$ cat src/rtl/reaction_pkg.sv
// Shared types and constants for the reaction-timer capture path.
//   state_e    : capture FSM states
//   MS_W       : width of the millisecond result
//   tick_div() : clock cycles per millisecond for a given clock frequency
//   cnt_w()    : counter width able to hold 0..n-1 (never less than 1 bit)
package reaction_pkg;

    localparam int unsigned MS_W           = 14;
    localparam int unsigned DEFAULT_MAX_MS = 9999;

    typedef enum logic [1:0] {
        ST_IDLE   = 2'd0,
        ST_ARMED  = 2'd1,
        ST_TIMING = 2'd2,
        ST_DONE   = 2'd3
    } state_e;

    function automatic int unsigned tick_div(input int unsigned clk_freq_hz);
        return clk_freq_hz / 1000;
    endfunction

    function automatic int unsigned cnt_w(input int unsigned n);
        return (n > 1) ? $clog2(n) : 1;
    endfunction

endpackage

$ cat src/rtl/reaction_capture_debouncer.sv
// Push-button conditioner: 2-FF synchroniser, debounce counter, rising-edge pulse.
//   clk, rst_n  : clock, synchronous active-low reset
//   btn_raw_i   : asynchronous bouncy button, active high
//   level_o     : debounced level
//   press_o     : one-cycle pulse, coincident with level_o going 0->1
module button_debouncer
    import reaction_pkg::*;
#(
    parameter int unsigned DEBOUNCE_CYCLES = 1_000_000
) (
    input  logic clk,
    input  logic rst_n,
    input  logic btn_raw_i,
    output logic level_o,
    output logic press_o
);

    localparam int unsigned       CNT_W    = cnt_w(DEBOUNCE_CYCLES);
    localparam logic [CNT_W-1:0]  CNT_LAST = CNT_W'(DEBOUNCE_CYCLES - 1);

    logic             sync1_q, sync2_q;
    logic             level_q, level_d;
    logic             press_q, press_d;
    logic [CNT_W-1:0] cnt_q, cnt_d;

    // Count consecutive disagreeing cycles; any agreeing cycle restarts the count.
    always_comb begin
        cnt_d   = '0;
        level_d = level_q;
        press_d = 1'b0;
        if (sync2_q != level_q) begin
            if (cnt_q == CNT_LAST) begin
                level_d = sync2_q;
                press_d = sync2_q;
            end else begin
                cnt_d = cnt_q + CNT_W'(1);
            end
        end
    end

    always_ff @(posedge clk) begin
        if (!rst_n) begin
            sync1_q <= 1'b0;
            sync2_q <= 1'b0;
            cnt_q   <= '0;
            level_q <= 1'b0;
            press_q <= 1'b0;
        end else begin
            sync1_q <= btn_raw_i;
            sync2_q <= sync1_q;
            cnt_q   <= cnt_d;
            level_q <= level_d;
            press_q <= press_d;
        end
    end

    assign level_o = level_q;
    assign press_o = press_q;

endmodule

$ cat src/rtl/reaction_capture.sv
// Reaction capture: measures ms from test-LED-on to debounced button press,
// flagging false starts and timeouts.
//   clk, rst_n    : clock, synchronous active-low reset
//   btn_raw       : asynchronous bouncy button, active high
//   arm           : one-cycle pulse starting the waiting period
//   led_on        : test LED lit
//   busy          : high while ARMED or TIMING
//   btn_level     : debounced button level
//   result_ms     : last reaction time / MAX_MS on timeout, held otherwise
//   result_valid  : pulse when a press updates result_ms
//   false_start   : pulse on a press before the LED
//   timeout       : pulse when MAX_MS elapses with no press
module reaction_capture
    import reaction_pkg::*;
#(
    parameter int unsigned CLK_FREQ_HZ     = 100_000_000,
    parameter int unsigned DEBOUNCE_CYCLES = 1_000_000,
    parameter int unsigned MAX_MS          = DEFAULT_MAX_MS
) (
    input  logic            clk,
    input  logic            rst_n,
    input  logic            btn_raw,
    input  logic            arm,
    input  logic            led_on,
    output logic            busy,
    output logic            btn_level,
    output logic [MS_W-1:0] result_ms,
    output logic            result_valid,
    output logic            false_start,
    output logic            timeout
);

    localparam int unsigned        TICK_DIV   = tick_div(CLK_FREQ_HZ);
    localparam int unsigned        PRESC_W    = cnt_w(TICK_DIV);
    localparam logic [PRESC_W-1:0] PRESC_LAST = PRESC_W'(TICK_DIV - 1);
    localparam logic [MS_W-1:0]    MS_MAX     = MS_W'(MAX_MS);
    localparam logic [MS_W-1:0]    MS_LAST    = MS_W'(MAX_MS - 1);

    logic level, press;

    state_e             state_q, state_d;
    logic [PRESC_W-1:0] presc_q, presc_d;
    logic [MS_W-1:0]    ms_q, ms_d;
    logic [MS_W-1:0]    result_q, result_d;
    logic               valid_q, valid_d;
    logic               fs_q, fs_d;
    logic               to_q, to_d;
    logic               busy_q, busy_d;

    button_debouncer #(
        .DEBOUNCE_CYCLES(DEBOUNCE_CYCLES)
    ) u_btn (
        .clk      (clk),
        .rst_n    (rst_n),
        .btn_raw_i(btn_raw),
        .level_o  (level),
        .press_o  (press)
    );

    // Next-state and output decode.
    always_comb begin
        state_d  = state_q;
        presc_d  = presc_q;
        ms_d     = ms_q;
        result_d = result_q;
        valid_d  = 1'b0;
        fs_d     = 1'b0;
        to_d     = 1'b0;
        case (state_q)
            ST_IDLE: begin
                if (arm) state_d = ST_ARMED;
            end
            ST_ARMED: begin
                // A held button counts as a false start; press beats led_on.
                if (press || level) begin
                    fs_d    = 1'b1;
                    state_d = ST_IDLE;
                end else if (led_on) begin
                    presc_d = '0;
                    ms_d    = '0;
                    state_d = ST_TIMING;
                end
            end
            ST_TIMING: begin
                // Press wins over a coincident timeout tick and reports the registered count.
                if (press) begin
                    result_d = ms_q;
                    valid_d  = 1'b1;
                    state_d  = ST_DONE;
                end else if (presc_q == PRESC_LAST) begin
                    presc_d = '0;
                    if (ms_q == MS_LAST) begin
                        result_d = MS_MAX;
                        to_d     = 1'b1;
                        state_d  = ST_IDLE;
                    end else begin
                        ms_d = ms_q + MS_W'(1);
                    end
                end else begin
                    presc_d = presc_q + PRESC_W'(1);
                end
            end
            ST_DONE: begin
                if (arm) state_d = ST_ARMED;
            end
            default: state_d = ST_IDLE;
        endcase
        busy_d = (state_d == ST_ARMED) || (state_d == ST_TIMING);
    end

    always_ff @(posedge clk) begin
        if (!rst_n) begin
            state_q  <= ST_IDLE;
            presc_q  <= '0;
            ms_q     <= '0;
            result_q <= '0;
            valid_q  <= 1'b0;
            fs_q     <= 1'b0;
            to_q     <= 1'b0;
            busy_q   <= 1'b0;
        end else begin
            state_q  <= state_d;
            presc_q  <= presc_d;
            ms_q     <= ms_d;
            result_q <= result_d;
            valid_q  <= valid_d;
            fs_q     <= fs_d;
            to_q     <= to_d;
            busy_q   <= busy_d;
        end
    end

    assign busy         = busy_q;
    assign btn_level    = level;
    assign result_ms    = result_q;
    assign result_valid = valid_q;
    assign false_start  = fs_q;
    assign timeout      = to_q;

endmodule

$ cat config.mk
export PLATFORM = sky130hd
export DESIGN_NAME = reaction_capture
export DESIGN_NICKNAME = d
export VERILOG_FILES = /design/src/rtl/reaction_pkg.sv /design/src/rtl/reaction_capture_debouncer.sv /design/src/rtl/reaction_capture.sv
export SDC_FILE = /design/constraint.sdc
export NUM_CORES = 1
export LEC_CHECK = 0
export ABC_AREA = 1
export CORE_MARGIN = 2
export CORE_UTILIZATION = 65
export CTS_CLUSTER_DIAMETER = 40
export DETAILED_ROUTE_END_ITERATION = 10
export DONT_BUFFER_PORTS = 1
export PLACE_DENSITY = 0.87
export SYNTH_ARGS = -nofsm -noshare
export SYNTH_HDL_FRONTEND = slang
export SYNTH_SLANG_ARGS = --single-unit
export TNS_END_PERCENT = 1
$ cat constraint.sdc
create_clock -name clk -period 3.2 [get_ports clk]
set_input_delay 0.64 -clock clk [delete_from_list [all_inputs] [get_ports clk]]
set_output_delay 0.64 -clock clk [all_outputs]
set_load 0.01 [all_outputs]
==> out/metrics.cfg <==
[route]
drc_errors=0
met1_length_um=3541
wl_met3_um=441
dr.pass1.iters=6
wirelength_um=8106
wl_per_cell_um=14.07
top_layer_used=met4
vias=3173
first_iter_violations=253
wl_met2_um=3868
ant_nets=0
viasPerCell=5.509

[layout]
layout_commonest_cell=nand2_1
drive_gt1_share_pct=9.325
area_growth_pct=5.876
antenna_cells=0
fillers=455
final_cell_mix=nand2_1 (95), dfxtp_1 (75), nor2_1 (66), inv_1 (65), a21oi_1 (37)
layout.nets=512

[yosys]
synthAdderAreaFrac_pct=2.074
synth_compound_area_share_pct=13.58
avgSynthCellArea_sq_um=7.254
ys_ff_latch=75
ys_seq_area_share_pct=41.48
syn-cell-area_sq_um=3620
ys_types=40
synth_xor_area_share_pct=3.871
synth_top_family_by_area=simple AND/OR/NAND/NOR gates
synthMuxAreaShare_pct=0
syn_nets=510
yosysWarnings=0
synth_cells=499
synthSimpleGateAreaFrac_pct=29.76

[floorplanning]
num_io_pins=24
die_w_um=78.63
dieArea_sq_um=6182
fp.coreArea_sq_um=5439
start_util_pct=66.55
row_count=27
die_y_um=78.63

[critical_path]
critical_path_class=reg2reg
endpoint_kind=register
crit_fanout=14
r2r_slack_ns=0.83
required_ns=3.44
cpMaxStageDelayCell=ha_1
critPathMaxStageDelay_ns=0.42
reg2reg_depth=11
worstPathArrival_ns=2.61
setup.worst_path.start_class=register
crit_chain=inv_1, ha_1, nand2_1, o21ai_2, nand2_2, nor2_8, nand2_2, inv_2, nand2_1, o21bai_1, a21oi_1

[cts]
numCtsBuffers=9
h-tree-depth=3
clk_pin_slew_worst_paths_ns=0.07
cts_tree=done
cts_post_setup_buffers_inserted=0
cts.sinks=75
insertion_delay_ns=0.35
root_buffer=clkbuf_8
holdBufCountCts=0
clk_path_buf_depth=2
post_cts_resized=0

[power]
power.leakage_nw=1.409
p_sw_share_pct=26.65
clkPwrFrac_pct=36.2
p_total_mw=1.794
power_frac_seq_pct=53.9
vdd_drop_max_mv=0.2683
p_comb_share_pct=10.0
power.internal_mw=1.316
switching_power_mw=0.4780
power.density_nw_per_um2=468.0

[placed_design]
place_ws_ns=0.9000
port_buffers=0
gp_congestion=0.9537
hpwl_um=5819

[global_routing]
antenna_found_initial=0
grt_pass1_vias=2991
grt_max_degree=24
grt_usage_pct=27.72
grt_pass1_wl_um=13330
overflow=0

[sta]
rsz0062_at_grt=false
setup_viol=0
worst_slack_ns=0.8350
max_freq_mhz=422.8
maxSlewHeadroom_pct=59.66
fin_crit_ns=2.365
worst_pin_slew_ns=0.6051
whs_ns=0.3860
skew_ns=0.005553
hold_viol_final=0
fin_setup_tns_ns=0
fin_crit_sh_pct=73.91
drv_slew=0

[flow_run]
max-cap-violations=0

[hold_path]
holdPathStages=2
min-delay-path-class=in2reg

[status]
status=completed

[synthesized netlist by cell type]
library cell	number	area share, %
xor2_1	13	3.1
nand4_1	7	1.2
nand2_2	3	0.52
nor3_4	1	0.45
dfxtp_1	75	41
o21ai_2	2	0.48
o31ai_4	1	0.59
o41ai_1	1	0.24
a41oi_1	1	0.24
o211a_1	1	0.28
or2_0	1	0.17
o31ai_1	1	0.21
nor4_1	2	0.35
a211oi_2	1	0.35
a21oi_1	37	5.1
nor2_4	4	1.2
nand3_1	20	2.8
buf_6	1	0.31
nor2_8	1	0.55
ha_1	6	2.1
a211oi_1	4	0.83
nor2_2	5	0.86
nor3b_1	3	0.62
inv_2	10	1.0
buf_2	6	0.83
o21a_1	2	0.41
o21ai_0	19	2.6
o211ai_1	2	0.41
nand3_2	4	1.1
nand2_1	95	9.9
clkbuf_1	3	0.31
xnor2_1	3	0.73
or2_4	1	0.24
nand3b_1	1	0.21
nor2_1	66	6.8
o21ai_1	4	0.55
inv_1	65	6.7
o22ai_1	6	1.0
o21bai_1	1	0.21
nor3_1	20	2.8
[flip-flops by register name, summed over array words and instances (netlist names)]
signal,flops
presc_q,17
u_btn.sync1_q,1
u_btn.cnt_q,20
u_btn.level_o,1
false_start,1
timeout,1
u_btn.press_o,1
state_q,2
busy,1
result_valid,1
ms_q,14
u_btn.sync2_q,1
result_ms,14
[per-layer routing]
| layer | vias up | track usage (%) |
|---|---|---|
| met3 | 25 | 5.287 |
| met2 | 107 | 46.84 |
| met5 | - | 0 |
| met4 | 0 | 13.33 |
| li1 | 1605 | - |
| met1 | 1436 | 33.82 |
[final timing paths]
check | from | end
max | state_q[0] | ms_q[2]
min | btn_raw | u_btn.sync1_q
max reg2reg | state_q[0] | ms_q[2]
min reg2reg | u_btn.sync1_q | u_btn.sync2_q
[final cells by class]
type,instances,area (sq um),area share [%]
Clock buffer,12,155.1,4.048
Clock inverter,2,12.51,0.3265
Inverter,75,281.5,7.346
Multi-Input combinational cell,339,1784,46.56
Sequential cell,75,1501,39.18
Tap cell,72,90.09,2.351
Timing Repair Buffer,1,7.507,0.1959
[kinds of logic after synthesis]
logic type,Yosys count
compound gates,83
xor+xnor,16
fa+ha+maj,6
buf+inv,85
flops,75
simple gates,234
[power groups by stage]
stage | Combinational, mW | Clock, mW | Sequential [mW]
after CTS | 0.175 | 0.650 | 0.966
after global routing | 0.198 | 0.692 | 0.967
after global placement | 0.165 | 0 | 0.985
after floorplan | 0.152 | 0 | 0.983
final | 0.179 | 0.649 | 0.966
after detailed placement | 0.174 | 0 | 0.986
[worst max-delay path: cells and delay by family, from the launching register on]
| family | cells | cell delay [ns] |
|---|---|---|
| buffers and inverters | 2 | 0.33 |
| DFF | 1 | 0.33 |
| adders and majority gates | 1 | 0.42 |
| and+or+nand+nor | 5 | 0.88 |
| AOI/OAI and AO/OA | 3 | 0.29 |
[stage by stage]
stage | util [%] | instance area [sq um] | cells
global placement | 67.38 | 3665 | 562
finish | 70.46 | 3832 | 576
global route | 70.46 | 3832 | 576
detailed placement | 67.38 | 3665 | 562
floorplan | - | 3620 | 499
CTS | 70.46 | 3832 | 576
Power figures use the tool's default switching activity.
